`config.mk`:
```
export PLATFORM = sky130hd
export DESIGN_NAME = alu_result_stage_flat
export DESIGN_NICKNAME = d
export VERILOG_FILES = /design/src/rtl/alu_result_stage_if.sv /design/src/rtl/alu_result_stage.sv /design/src/flat_wrapper.sv
export SDC_FILE = /design/constraint.sdc
export NUM_CORES = 1
export LEC_CHECK = 0
export ABC_AREA = 0
export CAP_MARGIN = 20
export CORE_UTILIZATION = 53
export DETAILED_ROUTE_END_ITERATION = 10
export HOLD_SLACK_MARGIN = 0.12
export PLACE_DENSITY_LB_ADDON = 0.3
export SYNTH_ARGS = -nofsm -noshare
export SYNTH_HDL_FRONTEND = slang
export SYNTH_SLANG_ARGS = --single-unit
```
`constraint.sdc`:
```
create_clock -name CLK -period 4.7 [get_ports CLK]
set_input_delay 0.705 -clock CLK [delete_from_list [all_inputs] [get_ports CLK]]
set_output_delay 0.705 -clock CLK [all_outputs]
set_load 0.01 [all_outputs]
```
`src/rtl/alu_result_stage_if.sv`:
```
// Handshake bundle between the ALU compare/LUI unit, the result stage
// and the memory stage.
interface alu_result_stage_if #(
    parameter int WIDTH = 32,
    parameter int CNT_W = 16
);
    logic             IN_VALID;
    logic             IN_READY;
    logic [WIDTH-1:0] RESULT;
    logic             EQUAL;
    logic             SMALL;
    logic [4:0]       RD;
    logic             REG_WE;
    logic [1:0]       BR_OP;
    logic             FLUSH;
    logic             OUT_VALID;
    logic             OUT_READY;
    logic [WIDTH-1:0] OUT_RESULT;
    logic [4:0]       OUT_RD;
    logic             OUT_WE;
    logic             BR_TAKEN;
    logic [CNT_W-1:0] STALL_CNT;

    modport master (
        output IN_VALID, RESULT, EQUAL, SMALL, RD, REG_WE, BR_OP,
        output FLUSH, OUT_READY,
        input  IN_READY, OUT_VALID, OUT_RESULT, OUT_RD, OUT_WE,
        input  BR_TAKEN, STALL_CNT
    );

    modport slave (
        input  IN_VALID, RESULT, EQUAL, SMALL, RD, REG_WE, BR_OP,
        input  FLUSH, OUT_READY,
        output IN_READY, OUT_VALID, OUT_RESULT, OUT_RD, OUT_WE,
        output BR_TAKEN, STALL_CNT
    );
endinterface

```
`src/rtl/alu_result_stage.sv`:
```
// ALU result pipeline register: 2-entry skid buffer with branch resolution
// at capture and a saturating back-pressure stall counter.
module alu_result_stage #(
    parameter int WIDTH = 32,
    parameter int CNT_W = 16
) (
    input logic              CLK,
    input logic              RSTN,
    alu_result_stage_if.slave io
);
    typedef enum logic [1:0] {
        EMPTY = 2'd0,
        ONE   = 2'd1,
        FULL  = 2'd2
    } occ_e;

    typedef struct packed {
        logic [WIDTH-1:0] result;
        logic [4:0]       rd;
        logic             we;
        logic             br;
    } entry_t;

    occ_e             state_q, state_d;
    entry_t           h_q, h_d;
    entry_t           s_q, s_d;
    logic             in_ready_q, in_ready_d;
    logic [CNT_W-1:0] stall_q, stall_d;

    entry_t in_entry;
    logic   taken;
    logic   accept;
    logic   consume;

    always_comb begin
        taken = 1'b0;
        case (io.BR_OP)
            2'b01:   taken = io.EQUAL;
            2'b10:   taken = ~io.EQUAL;
            2'b11:   taken = io.SMALL;
            default: taken = 1'b0;
        endcase
        in_entry.result = io.RESULT;
        in_entry.rd     = io.RD;
        in_entry.we     = io.REG_WE;
        in_entry.br     = taken;
    end

    assign accept  = io.IN_VALID & in_ready_q;
    assign consume = (state_q != EMPTY) & io.OUT_READY;

    always_comb begin
        state_d = state_q;
        h_d     = h_q;
        s_d     = s_q;
        case (state_q)
            EMPTY: begin
                if (accept) begin
                    h_d     = in_entry;
                    state_d = ONE;
                end
            end
            ONE: begin
                if (accept && consume) begin
                    h_d = in_entry;
                end else if (accept) begin
                    s_d     = in_entry;
                    state_d = FULL;
                end else if (consume) begin
                    state_d = EMPTY;
                end
            end
            FULL: begin
                if (consume) begin
                    h_d     = s_q;
                    state_d = ONE;
                end
            end
            default: state_d = EMPTY;
        endcase
        // Flush drops occupancy only; stale data is masked by OUT_VALID=0.
        if (io.FLUSH) begin
            state_d = EMPTY;
        end
        in_ready_d = (state_d != FULL);
    end

    always_comb begin
        stall_d = stall_q;
        if ((state_q != EMPTY) && !io.OUT_READY && (stall_q != {CNT_W{1'b1}})) begin
            stall_d = stall_q + 1'b1;
        end
    end

    always_ff @(posedge CLK) begin
        if (!RSTN) begin
            state_q    <= EMPTY;
            h_q        <= '0;
            s_q        <= '0;
            in_ready_q <= 1'b1;
            stall_q    <= '0;
        end else begin
            state_q    <= state_d;
            h_q        <= h_d;
            s_q        <= s_d;
            in_ready_q <= in_ready_d;
            stall_q    <= stall_d;
        end
    end

    assign io.IN_READY   = in_ready_q;
    assign io.OUT_VALID  = (state_q != EMPTY);
    assign io.OUT_RESULT = h_q.result;
    assign io.OUT_RD     = h_q.rd;
    assign io.OUT_WE     = h_q.we;
    assign io.BR_TAKEN   = h_q.br & (state_q != EMPTY);
    assign io.STALL_CNT  = stall_q;
endmodule

```
`src/flat_wrapper.sv`:
```
// flat-port wrapper written by rule: the top's interface ports become plain ports
module alu_result_stage_flat 
#(
    parameter int WIDTH = 32,
    parameter int CNT_W = 16
)
  (CLK, RSTN, io_IN_VALID, io_RESULT, io_EQUAL, io_SMALL, io_RD, io_REG_WE, io_BR_OP, io_FLUSH, io_OUT_READY, io_IN_READY, io_OUT_VALID, io_OUT_RESULT, io_OUT_RD, io_OUT_WE, io_BR_TAKEN, io_STALL_CNT);
  alu_result_stage_if #(.WIDTH(WIDTH), .CNT_W(CNT_W)) io_i ();
  input logic CLK;
  input logic RSTN;
  input wire logic [$bits(io_i.IN_VALID)-1:0] io_IN_VALID;
  input wire logic [$bits(io_i.RESULT)-1:0] io_RESULT;
  input wire logic [$bits(io_i.EQUAL)-1:0] io_EQUAL;
  input wire logic [$bits(io_i.SMALL)-1:0] io_SMALL;
  input wire logic [$bits(io_i.RD)-1:0] io_RD;
  input wire logic [$bits(io_i.REG_WE)-1:0] io_REG_WE;
  input wire logic [$bits(io_i.BR_OP)-1:0] io_BR_OP;
  input wire logic [$bits(io_i.FLUSH)-1:0] io_FLUSH;
  input wire logic [$bits(io_i.OUT_READY)-1:0] io_OUT_READY;
  output wire logic [$bits(io_i.IN_READY)-1:0] io_IN_READY;
  output wire logic [$bits(io_i.OUT_VALID)-1:0] io_OUT_VALID;
  output wire logic [$bits(io_i.OUT_RESULT)-1:0] io_OUT_RESULT;
  output wire logic [$bits(io_i.OUT_RD)-1:0] io_OUT_RD;
  output wire logic [$bits(io_i.OUT_WE)-1:0] io_OUT_WE;
  output wire logic [$bits(io_i.BR_TAKEN)-1:0] io_BR_TAKEN;
  output wire logic [$bits(io_i.STALL_CNT)-1:0] io_STALL_CNT;
  assign io_i.IN_VALID = io_IN_VALID;
  assign io_i.RESULT = io_RESULT;
  assign io_i.EQUAL = io_EQUAL;
  assign io_i.SMALL = io_SMALL;
  assign io_i.RD = io_RD;
  assign io_i.REG_WE = io_REG_WE;
  assign io_i.BR_OP = io_BR_OP;
  assign io_i.FLUSH = io_FLUSH;
  assign io_i.OUT_READY = io_OUT_READY;
  assign io_IN_READY = io_i.IN_READY;
  assign io_OUT_VALID = io_i.OUT_VALID;
  assign io_OUT_RESULT = io_i.OUT_RESULT;
  assign io_OUT_RD = io_i.OUT_RD;
  assign io_OUT_WE = io_i.OUT_WE;
  assign io_BR_TAKEN = io_i.BR_TAKEN;
  assign io_STALL_CNT = io_i.STALL_CNT;
  alu_result_stage #(.WIDTH(WIDTH), .CNT_W(CNT_W)) u_core (.CLK(CLK), .RSTN(RSTN), .io(io_i));
endmodule
```
==> impl_metrics.csv, run 1 <==
group,metric,value,unit
worst_setup_path,critical_path_required,4.95,ns
clocking,htreeDepth,3,
clocking,tritoncts,"yes",
synth,synthDominantCellAreaShare,44.9,%
finish,nets,596,
place,dp_hpwl,6.25,mm
clocking,cts_sinks,97,
synth,syn_area,4330,µm²
clocking,clk_pin_slew_worst_paths,0.09,ns
global_route,grt_use_met3,3.28,%
synth,yosysTopAreaCell,"dfxtp_1",
run_status,status,"finished clean",
timing,final_max_slew_viol_count,0,
worst_setup_path,critPathSlowestCell,"o21ai_4",
worst_setup_path,cpPeakStageDelay,0.69,ns
synth,synth_area_leaders,"dfxtp_1 45%, mux2i_1 9.5%, nand2_1 7.5%",
drt,wl,9.28,mm
finish,syn2layout_area_growth,22.7,%
drt,drc_errors,0,
power,total_power,1620,µW
synth,syn_inst,499,
finish,multi_input_area,1970,µm²
drt,routed-via-count,3618,
clocking,clk_latency,0.35,ns
place,gp_routability_congestion,0.777,
finish,fillers,657,
worst_setup_path,worstPathMaxFanout,34,
place,port_buffers,103,
synth,yosysWarnings,0,
floorplan,start_util,55.4,%
timing,finalHoldViolCount,0,
worst_setup_path,start_kind,"primary input",
global_route,grt_max_degree,61,
power,leakagePower,0.00210,µW
place,preCtsSetupSlack,1.77,ns
drt,drtIter0Drc,103,
floorplan,ioPinCount,104,
synth,yosysUniqueCellTypes,42,
timing,grt_setup_unrepaired,"no",
drt,antenna_left,0,
clocking,hold_buffers,0,
global_route,overflow,0,
synth,synth_flop_cell,"dfxtp_1",
global_route,antenna_found_initial,0,
global_route,grt_pass1_wl,15.0,mm
power,powerDensity,306,nW/µm²
synth,ys_seq_area_share,44.9,%
timing,finClkSkew,0.00889,ns
synth,synth_enable_flop_cells,0,
finish,antenna_cells,0,
drt,routed_via_density,5.53,
min_path,min_path_type,"flip-flop to flip-flop",
floorplan,design.die.area,8530,µm²
drt,wl_per_cell,14.2,µm
worst_setup_path,crit_path_end_kind,"flip-flop",
timing,setup_viol,0,
finish,drive_above_1_share,5.62,%
clocking,cts_root_buffer,"clkbuf_8",
synth,synth_seq_cells,97,
floorplan,rows,32,
clocking,post-cts-setup-buffers,0,
finish,register_area,1940,µm²
synth,synth_most_common_cell,"dfxtp_1",
timing,period_share,54.5,%
synth,postSynthAreaPerCell,8.67,µm²
synth,async_reset_ff_share,0,%
floorplan,die_h,92.4,µm
drt,drt_pass1_iterations,4,
flow_run,max_cap_viol_count,0,
synth,synthTopCellsByCount,"97 x dfxtp_1, 87 x nand2_1, 47 x a21oi_1",
clocking,cts_made_buffers,9,
floorplan,core_area,7810,µm²
timing,relSlewSlack,33.1,%
global_route,grt_pass1_vias,3253,
timing,tns,0,ns
floorplan,die_w,92.4,µm
global_route,top_usage_layer,"met2",
global_route,grt_util_met2,38.6,%
global_route,use_met1,27.3,%
global_route,grt_usage,21.8,%
worst_setup_path,cp_cell_sequence,"clkdlybuf4s50_1, nand3b_1, o21ai_4, buf_4, nor2_1, a211oi_1",
worst_setup_path,critical_path_class,"primary input to flip-flop",
timing,tightest_slew,1.00,ns
clocking,clk_path_buf_depth,2,
worst_setup_path,cp.arrival,2.81,ns
power,ir_drop,0.167,mV
synth,syn_nets,547,
timing,worst_slack,2.14,ns
timing,timing.fmax,390,MHz
timing,layout_min_cycle_time,2.56,ns
clocking,cts-resized-gates,0,
## through the flow
step	utilization [%]	hold slack, ns	instances	area [µm²]
global route	68.0	0.482	654	5310
finish	68.0	0.457	654	5310
floorplan	-	0.436	499	4330
detailed placement	65.4	0.446	639	5110
CTS	68.0	0.459	654	5310
global placement	65.4	0.441	639	5110
## final timing paths
check,from,to,slack [ns],depth (start not counted)
worst min-delay path,u_core.s_q[10],u_core.s_q[10],0.46,2
worst min register to register,u_core.s_q[10],u_core.s_q[10],0.46,2
worst max register to register,u_core.state_q[1],u_core.io.OUT_RESULT[21],2.51,5
worst max-delay path,io_IN_VALID,u_core.io.OUT_RESULT[21],2.14,6
## critical path: cells and delay by family
| kind | cells | cell delay (ns) |
|---|---|---|
| compound gates | 2 | 0.91 |
| buf+inv | 2 | 0.90 |
| simple gates | 2 | 0.28 |
## where the power goes
group | internal [µW] | total [µW] | switching [µW]
clock | 263 | 545 | 283
combinational | 113 | 206 | 93.8
sequential | 854 | 872 | 18.1
total | 1230 | 1620 | 395
## flip-flops by register name, summed over array words and instances, names as in the netlist
| signal | flops |
|---|---|
| u_core.io.IN_READY | 1 |
| u_core.io.OUT_RESULT | 32 |
| u_core.io.OUT_WE | 1 |
| u_core.io.OUT_RD | 5 |
| u_core.state_q | 2 |
| u_core.h_q | 1 |
| u_core.s_q | 39 |
| u_core.io.STALL_CNT | 16 |
## cells in the final DEF (no fill, tap or decap), types with 2 or more instances in the layout
cell               n
mux2i_1           41
nand3_1            7
o311ai_0           2
o41ai_1            2
nor3_1             3
clkbuf_8          10
nand2b_1           5
or2_2              2
o21ai_0            6
and3_1             3
nand2_1           87
nand3b_1           4
nand4_1            8
clkinv_4           3
o31ai_1            3
a21oi_1           47
buf_4              4
dfxtp_1           97
and4_1             2
clkdlybuf4s50_1  103
nor2_1            43
or3_1              4
a31oi_1            2
or4_1              3
o2111ai_1          2
a211oi_1          39
## final cells by class
class | count | share of cell area, %
clock buffer | 10 | 2.59
clock inverter | 5 | 1.23
inverter | 1 | 0.0707
multi-input combinational | 332 | 37.2
sequential | 97 | 36.6
tap | 102 | 2.40
timing repair buffer | 107 | 20.0
## per-layer routing
layer | vias up | part of all wire [%]
met5 | - | 0
met4 | 0 | 1.2
met3 | 8 | 5.2
met2 | 103 | 49
li1 | 1818 | -
met1 | 1689 | 44
## kinds of logic (layout without fill, tap and decap cells)
kind of cell    count (synthesis)  count (layout)  share of synthesized area, %
flops                          97              97                          44.9
simple gates                  178             178                          18.6
xor+xnor                        1               1                         0.202
fa+ha+maj                       1               1                         0.289
compound gates                111             111                          16.6
buf+inv                        70             123                          9.94
mux                            41              41                          9.48
(Power assumes the default switching activity.)
==> run 2: changes to the inputs <==
--- a/config.mk
+++ b/config.mk
@@ -7,7 +7,7 @@
 export LEC_CHECK = 0
 export ABC_AREA = 0
 export CAP_MARGIN = 20
-export CORE_UTILIZATION = 53
+export CORE_UTILIZATION = 45
 export DETAILED_ROUTE_END_ITERATION = 10
 export HOLD_SLACK_MARGIN = 0.12
 export PLACE_DENSITY_LB_ADDON = 0.3
==> constraint.sdc (replaced) <==
create_clock -name CLK -period 2.26 [get_ports CLK]
set_input_delay 0.339 -clock CLK [delete_from_list [all_inputs] [get_ports CLK]]
set_output_delay 0.339 -clock CLK [all_outputs]
set_load 0.01 [all_outputs]
==> run 2 against run 1 <==
  * First-iteration DRC count is 18% lower
  * Core utilization down 9.5 points
  * Hold slack improved by 0.00068 ns
  * Setup slack got worse by 2.0 ns
  * Critical path type is now flip-flop to primary output
==> impl_metrics.csv, run 2 (synthesized netlist as in run 1, its figures left out) <==
group,metric,value,unit
timing,finalHoldViolCount,0,
place,dp_hpwl,6.56,mm
global_route,grt_pass1_wl,15.8,mm
clocking,htreeDepth,3,
floorplan,design.die.area,10000,µm²
worst_setup_path,critical_path_required,1.92,ns
drt,wl_per_cell,13.9,µm
finish,mostFrequentLayoutCells,"103 x clkdlybuf4s50_1, 97 x dfxtp_1, 87 x nand2_1",
clocking,clk_path_buf_depth,2,
power,power_frac_clock,35.4,%
floorplan,start_util,46.6,%
worst_setup_path,rrSetupSlack,0.41,ns
place,preCtsSetupSlack,0.0538,ns
clocking,cts_sinks,97,
worst_setup_path,r2r-start,"u_core.state_q[1]",
worst_setup_path,worstReg2RegEnd,"u_core.s_q[16]",
worst_setup_path,cp.arrival,1.76,ns
flow_run,max_cap_viol_count,0,
timing,layout_min_cycle_time,2.10,ns
floorplan,rows,35,
clocking,post-cts-setup-buffers,0,
clocking,cts_root_buffer,"clkbuf_8",
timing,whs,0.458,ns
timing,relSlewSlack,50.5,%
global_route,grt_max_degree,69,
worst_setup_path,crit_path_end_kind,"primary output",
worst_setup_path,worstPathMaxFanout,9,
drt,drc_errors,0,
finish,fin_util,58.5,%
worst_setup_path,cpPeakStageDelay,0.48,ns
min_path,min_path_type,"flip-flop to flip-flop",
run_status,status,"finished clean",
drt,routed_via_density,5.29,
timing,timing.fmax,475,MHz
clocking,clk_latency,0.35,ns
finish,layout_commonest_cell,"clkdlybuf4s50_1",
finish,antenna_cells,0,
place,placed_cell_area,5220,µm²
power,power.switching,841,µW
power,ir_drop,0.278,mV
power,seq_power_share,52.0,%
worst_setup_path,start_kind,"flip-flop",
floorplan,die_h,100,µm
finish,final_cell_area,5430,µm²
clocking,cts-resized-gates,0,
timing,setup_viol,0,
floorplan,core_area,9280,µm²
clocking,cts_made_buffers,9,
finish,drive_above_1_share,6.45,%
finish,regMostFlops,"u_core.s_q",
drt,routed-via-count,3633,
finish,nets,601,
global_route,grt_usage,19.7,%
clocking,tritoncts,"yes",
finish,largest_reg_flops,39,
power,leakagePower,0.00214,µW
power,swShare,24.1,%
drt,drt_pass1_iterations,7,
timing,finClkSkew,0.0124,ns
worst_setup_path,startpoint,"u_core.state_q[1]",
drt,antenna_left,0,
worst_setup_path,critical_path_class,"flip-flop to primary output",
timing,worst_slack,0.157,ns
global_route,antenna_found_initial,0,
timing,tightest_slew,0.743,ns
timing,tns,0,ns
finish,syn2layout_area_growth,25.6,%
timing,period_share,93.1,%
drt,drtIter0Drc,84,
min_path,hold_depth,2,
min_path,min-delay-start,"u_core.s_q[38]",
power,power_frac_comb,12.6,%
floorplan,die_w,100,µm
min_path,hold_end,"u_core.s_q[38]",
power,intPower,2650,µW
timing,grt_setup_unrepaired,"no",
place,port_buffers,103,
global_route,overflow,0,
worst_setup_path,rr_worst_depth,4,
drt,wl,9.55,mm
clocking,clk_pin_slew_worst_paths,0.10,ns
global_route,grt_pass1_vias,3439,
power,powerDensity,642,nW/µm²
clocking,hold_buffers,0,
place,gp_routability_congestion,0.796,
worst_setup_path,critPathSlowestCell,"clkdlybuf4s50_1",
floorplan,ioPinCount,104,
worst_setup_path,cp_cell_sequence,"or2_2, and2_1, clkdlybuf4s50_1",
timing,final_max_slew_viol_count,0,
==> run 2: cell types whose count changed in the layout (fill, tap and decap cells not counted) <==
| cell | previous run | this run |
|---|---|---|
| buf_12 | 0 | 3 |
| buf_4 | 4 | 6 |
| bufinv_16 | 1 | 2 |
| clkinv_2 | 0 | 1 |
| clkbuf_8 | 10 | 9 |
| clkbuf_1 | 0 | 1 |
| clkinvlp_4 | 0 | 1 |
| clkinv_4 | 3 | 1 |
==> run 2: critical path: cells and delay by family (launching register included) <==
family	cells	cell delay (ns)
buf+inv	1	0.48
flops	1	0.42
simple gates	2	0.52
==> run 2: per-stage QoR <==
step | cells | power (µW)
finish | 687 | 3490
global route | 687 | 3630
detailed placement | 671 | 2300
CTS | 687 | 3520
floorplan | 499 | 2110
global placement | 671 | 2290
==> run 2: worst max-delay path by stage <==
| stage | slack (ns) | cells past startpoint | to |
|---|---|---|---|
| final | 0.16 | 3 | io_BR_TAKEN |
| after global routing | 0.09 | 3 | io_BR_TAKEN |
| after CTS | 0.13 | 3 | io_BR_TAKEN |
| after detailed placement | 0.05 | 5 | u_core.s_q[34] |
| after global placement | 0.15 | 5 | u_core.s_q[4] |
| after floorplan | 0.72 | 4 | u_core.io.STALL_CNT[4] |
==> run 2: cell type report <==
cell class	instances	area, µm²
multi-input combinational	332	1970
tap	129	161
clock buffer	10	128
timing repair buffer	112	1140
fill	864	3850
sequential	97	1940
clock inverter	6	90.1
inverter	1	3.75
==> run 2: power groups by stage <==
stage	clock, µW	sequential, µW	combinational [µW]
after detailed placement	0	1850	443
after floorplan	0	1840	268
after global placement	0	1850	435
after global routing	1330	1820	481
final	1240	1810	440
after CTS	1260	1810	445
==> run 2: routing by layer <==
layer  track usage (%)  share of wire [%]  up-vias
li1                  -                  -     1826
met1              25.2                 46     1710
met2              33.4                 48       89
met3              3.97                5.3        8
met4              6.58                1.0        0
met5                 0                  0        -
